[src/rtl/case_sel_arbiter.sv]
// case_sel_arbiter: round-robin arbiter sharing one 2-bit-select decoder among 4 requesters.
//
// Ports:
//   clk        rising-edge clock
//   rst_n      asynchronous active-low reset
//   req[3:0]   request per requester, bit i belongs to requester i
//   done       granted requester finished (sampled only while busy)
//   gnt[3:0]   registered one-hot grant
//   sel[1:0]   binary index of the granted requester; holds last index when idle
//   sel_valid  high while sel addresses a granted requester
//   timeout    one-cycle pulse marking a forced release at the hold limit
module case_sel_arbiter #(
  parameter int unsigned MAX_HOLD = 8,
  parameter int unsigned CNT_W    = 4
) (
  input  logic       clk,
  input  logic       rst_n,
  input  logic [3:0] req,
  input  logic       done,
  output logic [3:0] gnt,
  output logic [1:0] sel,
  output logic       sel_valid,
  output logic       timeout
);

  typedef enum logic [1:0] {
    StIdle = 2'b00,
    StBusy = 2'b01,
    StGap  = 2'b10
  } state_e;

  localparam logic [CNT_W-1:0] HoldLast = CNT_W'(MAX_HOLD - 1);

  state_e           r_state;
  logic [3:0]       r_gnt;
  logic [1:0]       r_sel;
  logic             r_sel_valid;
  logic             r_timeout;
  logic [1:0]       r_ptr;
  logic [CNT_W-1:0] r_hold_cnt;

  logic [3:0] w_rot;
  logic [1:0] w_ofs;
  logic [1:0] w_winner;
  logic [3:0] w_onehot;
  logic       w_any;
  logic       w_exit_done;
  logic       w_exit_drop;
  logic       w_exit_lim;
  logic       w_exit;
  logic       w_timeout;

  // Rotate requests so bit 0 is the requester at ptr, then take the first set bit.
  // Any unknown request bit falls to the default arms, so the winner is always 2-state.
  always_comb begin
    w_rot = req;
    case (r_ptr)
      2'd0:    w_rot = req;
      2'd1:    w_rot = {req[0], req[3:1]};
      2'd2:    w_rot = {req[1:0], req[3:2]};
      2'd3:    w_rot = {req[2:0], req[3]};
      default: w_rot = 4'b0000;
    endcase

    w_ofs = 2'd0;
    casez (w_rot)
      4'b???1: w_ofs = 2'd0;
      4'b??10: w_ofs = 2'd1;
      4'b?100: w_ofs = 2'd2;
      4'b1000: w_ofs = 2'd3;
      default: w_ofs = 2'd0;
    endcase

    w_winner = r_ptr + w_ofs;

    w_onehot = 4'b0000;
    case (w_winner)
      2'd0:    w_onehot = 4'b0001;
      2'd1:    w_onehot = 4'b0010;
      2'd2:    w_onehot = 4'b0100;
      2'd3:    w_onehot = 4'b1000;
      default: w_onehot = 4'b0000;
    endcase

    w_any       = |req;
    w_exit_done = done;
    w_exit_drop = ~req[r_sel];
    w_exit_lim  = (r_hold_cnt == HoldLast);
    w_exit      = w_exit_done | w_exit_drop | w_exit_lim;
    // Limit coinciding with done or a dropped request counts as a normal release.
    w_timeout   = w_exit_lim & ~w_exit_done & ~w_exit_drop;
  end

  always_ff @(posedge clk or negedge rst_n) begin
    if (!rst_n) begin
      r_state     <= StIdle;
      r_gnt       <= 4'b0000;
      r_sel       <= 2'b00;
      r_sel_valid <= 1'b0;
      r_timeout   <= 1'b0;
      r_ptr       <= 2'b00;
      r_hold_cnt  <= '0;
    end else begin
      case (r_state)
        StIdle: begin
          if (w_any) begin
            r_state     <= StBusy;
            r_gnt       <= w_onehot;
            r_sel       <= w_winner;
            r_sel_valid <= 1'b1;
            r_hold_cnt  <= '0;
          end
        end
        StBusy: begin
          if (w_exit) begin
            r_state     <= StGap;
            r_gnt       <= 4'b0000;
            r_sel_valid <= 1'b0;
            r_ptr       <= r_sel + 2'd1;
            r_timeout   <= w_timeout;
          end else begin
            // Cannot wrap: the limit check forces exit before the counter overflows.
            r_hold_cnt <= r_hold_cnt + 1'b1;
          end
        end
        StGap: begin
          r_state   <= StIdle;
          r_timeout <= 1'b0;
        end
        default: begin
          r_state     <= StIdle;
          r_gnt       <= 4'b0000;
          r_sel       <= 2'b00;
          r_sel_valid <= 1'b0;
          r_timeout   <= 1'b0;
          r_ptr       <= 2'b00;
          r_hold_cnt  <= '0;
        end
      endcase
    end
  end

  assign gnt       = r_gnt;
  assign sel       = r_sel;
  assign sel_valid = r_sel_valid;
  assign timeout   = r_timeout;

endmodule

[config.mk]
export PLATFORM = sky130hd
export DESIGN_NAME = case_sel_arbiter
export DESIGN_NICKNAME = d
export VERILOG_FILES = /design/src/rtl/case_sel_arbiter.sv
export SDC_FILE = /design/constraint.sdc
export NUM_CORES = 1
export LEC_CHECK = 0
export CAP_MARGIN = 10
export CORE_MARGIN = 2
export CORE_UTILIZATION = 53
export CTS_CLUSTER_DIAMETER = 80
export DETAILED_ROUTE_END_ITERATION = 16
export HOLD_SLACK_MARGIN = 0.05
export PLACE_DENSITY = 0.77
export SYNTH_ARGS = -nofsm -noshare
export SYNTH_HDL_FRONTEND = slang
export SYNTH_SLANG_ARGS = --single-unit
[constraint.sdc]
create_clock -name clk -period 2.1 [get_ports clk]
set_input_delay 0.42 -clock clk [delete_from_list [all_inputs] [get_ports clk]]
set_output_delay 0.42 -clock clk [all_outputs]
set_load 0.005 [all_outputs]
Word level (Yosys, flattened, before mapping):

Cells that the tools add are included.

* add/sub/neg operators: 3
* magnitude comparators: 1
* equal/unequal tests: 15
* bitwise operators: 10
* reductions and logical operators: 12
* mux-type cells: 23

Operator list (number)
* 4-bit one-hot mux with 4 select lines: 2
* 4-bit one-hot mux with 3 select lines: 2
* 4-bit 2-to-1 mux: 4
* 2-bit equality test, second input constant: 6
* 2-bit one-hot mux with 2 select lines: 3
* 2-bit 2-to-1 mux: 4
* 2-bit AND reduction: 4
* 2-bit by 1-bit equality test with 1-bit output, second input constant: 3
* 2-bit logical NOT: 3
* 2-bit != test, second input constant: 3
* 1-bit NOT: 6
* 2-bit one-hot mux with 3 select lines: 1
* 3-bit AND reduction: 2
* 4-bit by 1-bit adder with 4-bit output, second input constant: 1
* 4-bit by 3-bit equality test with 1-bit output, second input constant: 1
* 4-bit equality test, second input constant: 1
* 1-bit 2-to-1 mux: 4
* 2-bit OR reduction: 2
* 4-bit OR reduction: 1
* 3-bit equality test, second input constant: 1
* 2-bit by 3-bit < comparator with 1-bit output, second input constant: 1
* 1-bit one-hot mux with 3 select lines: 1
* 2-bit by 1-bit adder with 2-bit output, second input constant: 1
* 2-bit adder: 1
* other kinds (4): 6

* logic and storage cells: 71
* bits in registers: 16
* output and inout bits: 8

Depth between registers and ports, before layout:

Gate-level depths: netlist (run 1).

* word-level depth: 9
* depth in mapped cells: 9
* gate-level depth less buffers: 9

Worst setup path before layout (run 1):

OpenSTA, ideal clock, no wires.

* kind: register to register
* start point: register r_ptr[0]
* end point: register r_sel[1], in the netlist sel[1]
* library setup time: 0.137 ns
* period minus slack after synthesis: 1.907 ns
* cell stages (with the launch flop): 8
* setup slack: 0.193 ns
* arrival: 1.770 ns
* cells stage by stage: dfrtp_1 > clkbuf_1 > or4_1 > nand3_1 > ha_1 > xnor2_1 > xnor2_1 > o21ai_0

* cells in the longest elaborated chain, start to end: 7
* elaborated cells on any way between the ends: 12
* classes of those cells: 1 x add/sub; 6 x eq/ne; 4 x mux; 1 x reduce/logical

Ends and longest elaborated chain
* start: declaration: RTL line 39 `logic [1:0] r_ptr;`
* start signal: assignment: RTL line 119 `r_ptr <= r_sel + 2'd1;`
* 2-bit equality test, or another cell as far along: RTL line 57 `case (r_ptr)`
* 4-bit one-hot mux with 4 select lines: RTL line 57
* 4-bit equality test, or another cell as far along: RTL line 66 `casez (w_rot)`
* 2-bit one-hot mux with 3 select lines: RTL line 66
* 2-bit adder *: RTL line 74 `w_winner = r_ptr + w_ofs;`
* 2-bit 2-to-1 mux *: RTL line 106 `if (w_any) begin`
* 2-bit one-hot mux with 2 select lines *: RTL line 104 `case (r_state)`
* end signal: assignment: RTL line 109 `r_sel <= w_winner;`
* end: declaration: RTL line 36 `logic [1:0] r_sel;`

Every way passes the cells marked *; elsewhere a longest branch is shown, timed or not. The select of a mux whose other input is x is not followed.
A chain may end at the register's enable or synchronous reset.

Final worst setup path (run 1):

* start point: register r_hold_cnt[0]
* end point: register r_hold_cnt[3]

* cells in the longest elaborated chain, start to end: 4
* elaborated cells on any way between the ends: 7
* classes of those cells: 1 x add/sub; 2 x eq/ne; 2 x mux; 1 x bitwise; 1 x reduce/logical

Ends and longest elaborated chain
* start: declaration: RTL line 40 `logic [CNT_W-1:0] r_hold_cnt;`
* start signal: assignment: RTL line 123 `r_hold_cnt <= r_hold_cnt + 1'b1;`
* branches (longest 4 deep; another with 4-bit by 1-bit adder with 4-bit output)

Parallel ways; which one is timed is not known. The select of a mux whose other input is x is not followed.

==> results of run 1 <==
layout by cell type, fill, tap and decap left out, types with 2 or more instances in the layout:
| master | count |
|---|---|
| mux2_2 | 3 |
| nor2b_1 | 2 |
| inv_1 | 5 |
| ha_1 | 5 |
| a22o_1 | 2 |
| or3_1 | 2 |
| buf_4 | 22 |
| clkdlybuf4s50_1 | 10 |
| o32ai_1 | 2 |
| a21oi_1 | 3 |
| o21ai_0 | 9 |
| nor2_1 | 14 |
| nand2b_1 | 3 |
| o31ai_1 | 3 |
| dlygate4sd2_1 | 3 |
| xnor2_2 | 2 |
| nand3_1 | 3 |
| mux2_4 | 2 |
| clkbuf_4 | 3 |
| nand2_1 | 10 |
| dfrtp_1 | 16 |
through the flow:
stage	TNS [ns]	area [µm²]	power (mW)
5_1_grt	0	1410	1.83
3_5_place_dp	-4.14	1360	1.48
4_1_cts	0	1400	1.69
6_report	0	1410	1.69
2_1_floorplan	0	1050	1.10
3_3_place_gp	-3.58	1360	1.45
path summary, 6_finish.rpt:
check	endpoint	slack, ns
max reg2reg	r_hold_cnt[3]	0.11
min in group clk	gnt[3]	0.49
min	r_hold_cnt[0]	0.47
max in group asynchronous	timeout	1.45
min reg2reg	gnt[3]	0.49
max	r_hold_cnt[3]	0.11
repair_timing:
item	in CTS	in global routing
gates resized for setup	7	2
hold endpoints to repair	0	0
cloned	0	0
pin swaps	2	1
setup endpoints to repair	8	10
setup buffers	0	0
layout make-up:
type                       instances  area (µm²)
fill                             153         515
inverter                           5        18.8
timing repair buffer              36         304
clock buffer                       3        22.5
sequential                        16         400
tap                               27        33.8
multi-input combinational         85         627
state kept, by name, summed over array words and instances, names as in the netlist:
| signal | flops |
|---|---|
| r_state | 2 |
| timeout | 1 |
| sel | 2 |
| sel_valid | 1 |
| r_hold_cnt | 4 |
| gnt | 4 |
| r_ptr | 2 |
cell families (layout without fill, tap and decap cells):
family	Yosys count	count (layout)	share of synthesized area [%]
buffers and inverters	10	44	4.53
and+or+nand+nor	41	41	20.3
DFF	16	16	38.1
xor gates and xnor gates	3	3	2.50
AOI/OAI and AO/OA	30	30	21.5
muxes	6	6	7.15
adders and majority gates	5	5	5.96
critical path, delay by kind of cell, from the launching register on:
kind | cells | cell delay, ns
compound gates | 3 | 0.67
simple gates | 2 | 0.62
flops | 1 | 0.42
fa+ha+maj | 1 | 0.21
per-layer routing:
metal | global-route usage (%) | vias to the layer above
li1 | - | 472
met1 | 26.1 | 456
met2 | 38.7 | 13
met3 | 4.01 | 5
met4 | 9.05 | 0
met5 | 0 | -
power groups by stage:
stage	combinational, mW	clock (mW)	sequential, mW
6_report	1.02	0.156	0.512
3_3_place_gp	0.939	0	0.507
5_1_grt	1.13	0.174	0.528
3_5_place_dp	0.968	0	0.514
4_1_cts	1.02	0.161	0.510
2_1_floorplan	0.615	0	0.489
==> impl_results.md, run 1 <==
- Placed cell count: 169
- Drt first pass iters: 4
- Post-CTS Hold Buffers: 0
- MaxCap Viol Count: 0
- Area share of the largest cell type after synthesis: 38.1%
- RSZ-0062 raised after global routing: no
- Mean Syn Cell Area: 9.46 µm²
- Core area: 1920 µm²
- Hold slack: 0.468 ns
- Comb pwr share: 60.5%
- Switching Fraction: 39.1%
- Async SR Flop Fraction: 100%
- # IOs: 15
- Pwr dens: 1200 nW/µm²
- Reg2reg start: r_hold_cnt[0]
- Critical path origin: r_hold_cnt[0]
- Synth cell types: 39
- DRT iter0 DRCs: 12
- Most common cell in the netlist: dfrtp_1
- Grt total ovfl: 0
- Relative slew slack: 65.9%
- Non-Filler Instances: 172
- Remaining DRCs: 0
- Post-Route WL: 2300 µm
- P_int: 1.03 mW
- Synth area leader: dfrtp_1
- Register share of total power: 30.3%
- Register area share after synthesis: 38.1%
- Static Leakage: 0.651 nW
- GP Congestion: 0.777
- Crit-path max cell delay: 0.42 ns
- CP endpoint kind: flip-flop
- Number of inserted diodes: 0
- TritonCTS clock tree: yes
- Global Route Usage Sum: 21.8%
- Clk pin slew, worst setup/hold paths: 0.08 ns
- Initial Util: 54.6%
- CP max-delay cell: dfrtp_1
- Fin nets: 159
- Vert. Die Dim: 48.5 µm
- Syn nets: 123
- Status: finished, final reports clean
- Hold Path Class: in2async
- Max Freq: 502 MHz
- Skew-Pair Late Insertion Delay: 0.28 ns
- Worst-path maximum fanout: 7
- Via density: 5.50
- Critical path type: reg2reg
- Initial antenna violation count: 0
- Die area: 2350 µm²
- Post-layout minimum cycle time: 1.99 ns
- Final Cycle Share: 94.9%
- Via count: 946
- Post-DP HPWL: 1740 µm
- Synth warn: 0
- Clock share of power: 9.2%
- H-tree Lvls: 1
- Final hold viol count: 0
- Average wire per standard cell: 13.4 µm
- Final Setup Violations: 0
- Layout cell share with drive strength beyond 1: 26.9%
- Num CTS Buffers: 3
- Die width: 48.5 µm
- Wire length on met1: 1030 µm
- Met3 Wirelength: 63 µm
- Max Slew Vio Count: 0
- Number of synthesized register bits: 16
- Peak VDD IR: 0.926 mV
- Final Skew: 0.00231 ns
- Dpl ws: -0.409 ns
- Routed Antenna Nets: 0
- Synth-to-layout area growth: 34.0%
- Most used DFF post-synth: dfrtp_1
- EDFF count, synth: 0
- Clock sinks: 16
- Pin count of the biggest net entering global routing: 17
- Uppermost layer routed: met4
- Fin util: 73.2%
- Measured slew at the worst slew-check pin: 0.507 ns
- Vias in the first global route: 936
- Switching Power: 0.661 mW
- First-pass GRT wire length: 4020 µm
- DR WL met2: 1170 µm
- PnR worst setup slack: 0.108 ns
- Mapped Area: 1050 µm²
- Nature of the critical path startpoint: flip-flop
- Clk buf depth: 2
- Commonest cells post-synth: dfrtp_1, nor2_1, nand2_1
- Synth area leaders: dfrtp_1, ha_1, nor2_1, o21ai_0, nand2_1
- Port bufs: 14
- R2R depth: 6
- Post-Syn Instances: 111
- CP cell instances: ha_1 > and3b_2 > a211o_1 > o21ba_2 > or3_1 > a21oi_1
- Cell row count: 16
- CP arrival: 2.21 ns
- WP data required: 2.32 ns
- Clock tree root driver cell: clkbuf_4
No activity file was read; power rests on OpenSTA's default activity.
==> run 2: changes to the inputs <==
REMOVE_ABC_BUFFERS = 1   (was unset)
==> run 2 against run 1 <==
Utilization is 1.4 points lower. Die area unchanged. Register-to-register slack improved by 0.02 ns. Non-clock buffer count decreased by 5. Sequential share of layout area is 0.54 points higher. Worst setup slack better by 0.025 ns. First-iteration DRC count is 8.3% lower. Critical endpoint unchanged. Highest routed layer unchanged.
==> impl_results.md, run 2 (synthesis results as in run 1) <==
- Static Leakage: 0.645 nW (-0.81%)
- Fin nets: 154 (-3.1%)
- H-tree Lvls: 1 (unchanged)
- Worst-path maximum fanout: 7 (unchanged)
- Core area: 1920 µm² (unchanged)
- CP cell instances: ha_1 > and3b_1 > a211o_1 > o21ba_2 > or3_1 > a21oi_1
- Clock tree root driver cell: clkbuf_4
- Port bufs: 14 (unchanged)
- Switching Fraction: 39.4% (+0.25 points)
- Fin util: 71.8% (-1.4 points)
- TritonCTS clock tree: yes
- Comb pwr share: 60.3% (-0.2 points)
- Relative slew slack: 76.9% (+11 points)
- Post-DP HPWL: 1740 µm (+0.35%)
- Critical Path Stages: 6 (unchanged)
- DRT iter0 DRCs: 11 (-1)
- Sequential Area: 400 µm² (unchanged)
- Initial Util: 54.6% (unchanged)
- Post-layout minimum cycle time: 1.97 ns (-0.0248 ns)
- RSZ-0062 raised after global routing: no
- Skew-Pair Late Insertion Delay: 0.28 ns (about the same)
- Max Slew Vio Count: 0 (unchanged)
- Critical path's top delay family: compound AO/OA/AOI/OAI gates
- Via density: 5.62 (+2.2%)
- Synth-to-layout area growth: 31.5%
- P_int: 1.02 mW (-1.3%)
- Finished Cell Area: 1380 µm² (-1.9%)
- Clock share of power: 9.3% (about the same)
- Crit-path max cell delay: 0.41 ns (about the same)
- Measured slew at the worst slew-check pin: 0.345 ns (-0.163 ns)
- Clock sinks: 16 (unchanged)
- Layout cell share with drive strength beyond 1: 24.3% (-2.6 points)
- Post-Route WL: 2310 µm (+0.48%)
- Initial antenna violation count: 0 (unchanged)
- Worst reg2reg setup slack: 0.13 ns (+0.02 ns)
- FILL cells: 147 (-3.9%)
- Routed Antenna Nets: 0 (unchanged)
- Clk pin slew, worst setup/hold paths: 0.08 ns (about the same)
- Vias in the first global route: 959 (+2.5%)
- Most common cell after layout, fill and taps aside: buf_4
- Hold slack: 0.448 ns (-0.0205 ns)
- Critical path type: reg2reg
- Drt first pass iters: 4 (unchanged)
- Remaining DRCs: 0 (unchanged)
- CP max-delay cell: dfrtp_1
- Reg2reg start: r_hold_cnt[1]
- CP endpoint kind: flip-flop
- Pin count of the biggest net entering global routing: 17 (unchanged)
- Final Setup Violations: 0 (unchanged)
- First-pass GRT wire length: 3980 µm (-0.85%)
- Pwr dens: 1210 nW/µm² (+1.0%)
- # IOs: 15 (unchanged)
- Crit path to: r_hold_cnt[3]
- Final Cycle Share: 93.7% (-1.2 points)
- Critical path origin: r_hold_cnt[1]
- Via count: 939 (-0.74%)
- CP arrival: 2.18 ns (-0.03 ns)
- Number of inserted diodes: 0 (unchanged)
- WP buf/inv: 0 (unchanged)
- Non-Filler Instances: 167 (-2.9%)
- Multi-input gate area: 631 µm² (+0.60%)
- Worst R2R End: r_hold_cnt[3]
- R2R depth: 6 (unchanged)
- Post-CTS Hold Buffers: 0 (unchanged)
- Placed cell count: 163 (-3.6%)
- Num CTS Buffers: 3 (unchanged)
- Vert. Die Dim: 48.5 µm (unchanged)
- Grt total ovfl: 0 (unchanged)
- Global Route Usage Sum: 21.6% (-0.20 points)
- Max Freq: 508 MHz (+1.3%)
- Switching Power: 0.660 mW (-0.24%)
- PnR worst setup slack: 0.133 ns (+0.0248 ns)
- Fin Setup TNS: 0 ns (unchanged)
- Hold Path Class: in2async
- Die width: 48.5 µm (unchanged)
- Status: finished, final reports clean
- GP Congestion: 0.755 (-2.9%)
- Pwr Total: 1.67 mW (-0.89%)
- Clk buf depth: 2 (unchanged)
- Final hold viol count: 0 (unchanged)
- Final Skew: 0.000894 ns (-0.00141 ns)
- Commonest cells after routing, fill and taps aside: buf_4, dfrtp_1, nor2_1, nand2_1, clkdlybuf4s50_1
- Dpl ws: -0.349 ns (+0.0600 ns)
- Placed instance area: 1320 µm² (-3.3%)
- WP data required: 2.31 ns (about the same)
- Peak VDD IR: 0.840 mV (-9.2%)
- MaxCap Viol Count: 0 (unchanged)
- Average wire per standard cell: 13.9 µm (+3.5%)
- Die area: 2350 µm² (unchanged)
- Nature of the critical path startpoint: flip-flop
- Cell row count: 16 (unchanged)
- Register share of total power: 30.4% (about the same)
-- run 2: how the worst min path moves through the flow --
| stage | start | cells after the start | endpoint | slack [ns] |
|---|---|---|---|---|
| 2_1_floorplan | rst_n | 0 | gnt[0] | 0.12 |
| 3_3_place_gp | gnt[2] | 2 | gnt[2] | 0.47 |
| 3_5_place_dp | gnt[3] | 2 | gnt[3] | 0.47 |
| 4_1_cts | rst_n | 2 | r_hold_cnt[3] | 0.45 |
| 5_1_grt | rst_n | 2 | r_hold_cnt[3] | 0.46 |
| 6_report | rst_n | 2 | r_hold_cnt[3] | 0.45 |
-- run 2: repair_timing --
action | 4_1_cts | 5_1_grt
setup endpoints to repair | 7 | 8
gates resized for setup | 4 | 4
buffers inserted | 0 | 1
pin swaps | 2 | 0
-- run 2: cell type report --
class | count | share of cell area, %
Timing Repair Buffer | 31 | 19.9
Clock buffer | 3 | 1.63
Tap cell | 27 | 2.45
Inverter | 5 | 1.36
Sequential cell | 16 | 29.0
Multi-Input combinational cell | 85 | 45.7
-- run 2: worst reg2reg max path, delay by kind of cell, from the launching register on --
| family | cells | cell delay (ns) |
|---|---|---|
| AND/OR/NAND/NOR | 2 | 0.61 |
| adder cells (fa/ha/maj) | 1 | 0.21 |
| AO/OA/AOI/OAI | 3 | 0.67 |
| flip-flops | 1 | 0.41 |
-- run 2: power groups by stage --
| stage | registers (mW) | logic (mW) | clock network, mW |
|---|---|---|---|
| 2_1_floorplan | 0.501 | 0.587 | 0 |
| 3_3_place_gp | 0.503 | 0.920 | 0 |
| 3_5_place_dp | 0.512 | 0.949 | 0 |
| 4_1_cts | 0.511 | 0.984 | 0.160 |
| 5_1_grt | 0.525 | 1.11 | 0.171 |
| 6_report | 0.509 | 1.01 | 0.156 |
-- run 2: layer usage --
metal,wire (µm),vias to the layer above,GRT usage (%),part of all wire (%)
li1,-,458,-,-
met1,927,456,22.8,40
met2,1260,21,41.4,55
met3,74,4,3.09,3.2
met4,48,0,11.0,2.1
met5,0,-,0,0
==> run 3: changes to the inputs <==
CORE_UTILIZATION = 45   (was 53)
MAX_ROUTING_LAYER = met4   (was unset)
PLACE_DENSITY = 0.67   (was 0.77)
==> run 3 against run 2 <==
Hold slack lost 0.011 ns. Register-to-register slack is essentially flat. Final cell count down 0.60%. Worst setup slack got worse by 0.0032 ns. Sequential share of layout area rose by 0.90 points. Fmax shrank 0.16%.
==> impl_results.md, run 3 (synthesis results as in run 1) <==
- GP Congestion: 0.736 (-2.6%)
- Critical path type: reg2reg
- TritonCTS clock tree: yes
- H-tree Lvls: 1 (unchanged)
- Placed cell count: 162 (-0.61%)
- Via count: 925 (-1.5%)
- Clock tree root driver cell: clkbuf_4
- Die area: 2740 µm² (+16%)
- Measured slew at the worst slew-check pin: 0.406 ns (+0.0617 ns)
- Clk buf depth: 2 (unchanged)
- Initial antenna violation count: 0 (unchanged)
- Static Leakage: 0.607 nW (-6.0%)
- # IOs: 15 (unchanged)
- Busiest metal layer after global routing: met2
- Post-layout minimum cycle time: 1.97 ns (+0.00317 ns)
- Core area: 2210 µm² (+15%)
- DRT iter0 DRCs: 18 (+7)
- Met3 Usage GRT: 2.29% (-0.80 points)
- RSZ-0062 raised after global routing: no
- CP arrival: 2.19 ns (about the same)
- First-pass GRT wire length: 3960 µm (-0.53%)
- Clk pin slew, worst setup/hold paths: 0.10 ns (+0.02 ns)
- Via density: 5.57 (-0.90%)
- Routed Antenna Nets: 0 (unchanged)
- Grt total ovfl: 0 (unchanged)
- Fin nets: 151 (-1.9%)
- Remaining DRCs: 0 (unchanged)
- Most common cell after layout, fill and taps aside: dfrtp_1
- Final hold viol count: 0 (unchanged)
- Met1 Track Usage GR: 24.7% (+1.9 points)
- Pin count of the biggest net entering global routing: 17 (unchanged)
- Relative slew slack: 72.8% (-4.1 points)
- CP endpoint kind: flip-flop
- Worst-path maximum fanout: 7 (unchanged)
- Nature of the critical path startpoint: flip-flop
- Final Setup Violations: 0 (unchanged)
- Non-Filler Instances: 166 (-0.60%)
- Cell row count: 17 (+1)
- Status: finished, final reports clean
- Max Slew Vio Count: 0 (unchanged)
- Drt first pass iters: 4 (unchanged)
- Vias in the first global route: 903 (-5.8%)
- Skew-Pair Late Insertion Delay: 0.29 ns (about the same)
- Peak VDD IR: 0.736 mV (-12%)
- MaxCap Viol Count: 0 (unchanged)
- Pwr dens: 1270 nW/µm² (+4.6%)
- Met2 GRT Util: 33.3% (-8.1 points)
- Number of inserted diodes: 0 (unchanged)
- Final Skew: 0.00440 ns (+0.00351 ns)
- Post-CTS setup buffers: 0 (unchanged)
- Die width: 52.3 µm (+7.8%)
- WP data required: 2.32 ns (about the same)
- Initial Util: 47.5% (-7.2 points)
- Num CTS Buffers: 3 (unchanged)
- Post-DP HPWL: 1710 µm (-1.9%)
- Synth-to-layout area growth: 27.9%
- Average wire per standard cell: 13.7 µm (-0.88%)
- Vert. Die Dim: 52.3 µm (+7.8%)
- Hold Path Class: in2async
- Commonest cells after routing, fill and taps aside: dfrtp_1, nor2_1, buf_4, nand2_1, clkdlybuf4s50_1
- Max Freq: 508 MHz (-0.16%)
- Post-Route WL: 2280 µm (-1.5%)
- Layout cell share with drive strength beyond 1: 23.9% (-0.37 points)
- Final Cycle Share: 93.8% (+0.15 points)
- Post-CTS Hold Buffers: 0 (unchanged)
- R2R depth: 6 (unchanged)
- Global Route Usage Sum: 20.1% (-1.5 points)
- Hold slack: 0.437 ns (-0.0111 ns)
- Clock sinks: 16 (unchanged)
- Port bufs: 14 (unchanged)
[run 3: cell count changes in the layout (fill, tap and decap cells not counted), sizes merged]
| cell | previous run | this run |
|---|---|---|
| clkbuf | 3 | 6 |
| dlymetal6s2s | 3 | 0 |
| dlygate4sd2 | 1 | 2 |
| buf | 17 | 14 |
[run 3: report_power, final]
part,internal [mW],switching (mW),total [mW]
Combinational,0.525,0.465,0.990
Sequential,0.413,0.0961,0.509
Clock,0.106,0.100,0.206
[run 3: metrics by stage]
| stage | setup slack [ns] | power, mW | area, µm² | setup TNS (ns) | utilization [%] |
|---|---|---|---|---|---|
| after global routing | 0.0257 | 1.86 | 1340 | 0 | 60.7 |
| after global placement | -0.392 | 1.44 | 1300 | -3.79 | 58.8 |
| after CTS | 0.118 | 1.71 | 1350 | 0 | 61.0 |
| after floorplan | 0.249 | 1.09 | 1020 | 0 | - |
| final | 0.130 | 1.70 | 1340 | 0 | 60.7 |
| after detailed placement | -0.457 | 1.48 | 1300 | -4.63 | 58.8 |
[run 3: final cells by class]
| type | instances | area (µm²) |
|---|---|---|
| flip-flops and latches | 16 | 402 |
| fillers | 202 | 870 |
| multi-input cells | 85 | 618 |
| well taps | 28 | 35.0 |
| repair buffers | 28 | 233 |
| clock buffers | 4 | 36.3 |
| inverters | 5 | 18.8 |
[run 3: routing by layer]
metal  up-vias  wire length (µm)  part of all wire, %
li1        458                 -                    -
met1       447              1040                   46
met2        15              1130                   49
met3         5                73                  3.2
met4         0                39                  1.7
met5         -                 0                    0
[run 3: worst max-delay path: stages, from the launching register on]
cell     delay, ns
dfrtp_1       0.42
ha_1          0.23
and3b_1       0.25
a211o_1       0.28
o21ba_2       0.23
or3_1         0.35
a21oi_1       0.14
[run 3: what timing repair did]
action                     CTS  global route
setup endpoints to repair    8             5
hold endpoints to repair     0             0
resized for setup            6             6
[run 3: worst paths after layout]
path                                    start  slack (ns)            end
worst min-delay path                    rst_n        0.44         sel[0]
min in group clk                       gnt[3]        0.50         gnt[3]
worst max register to register  r_hold_cnt[0]        0.13  r_hold_cnt[3]
max in group asynchronous               rst_n        1.47       r_ptr[0]
worst min register to register         gnt[3]        0.50         gnt[3]
worst max-delay path            r_hold_cnt[0]        0.13  r_hold_cnt[3]
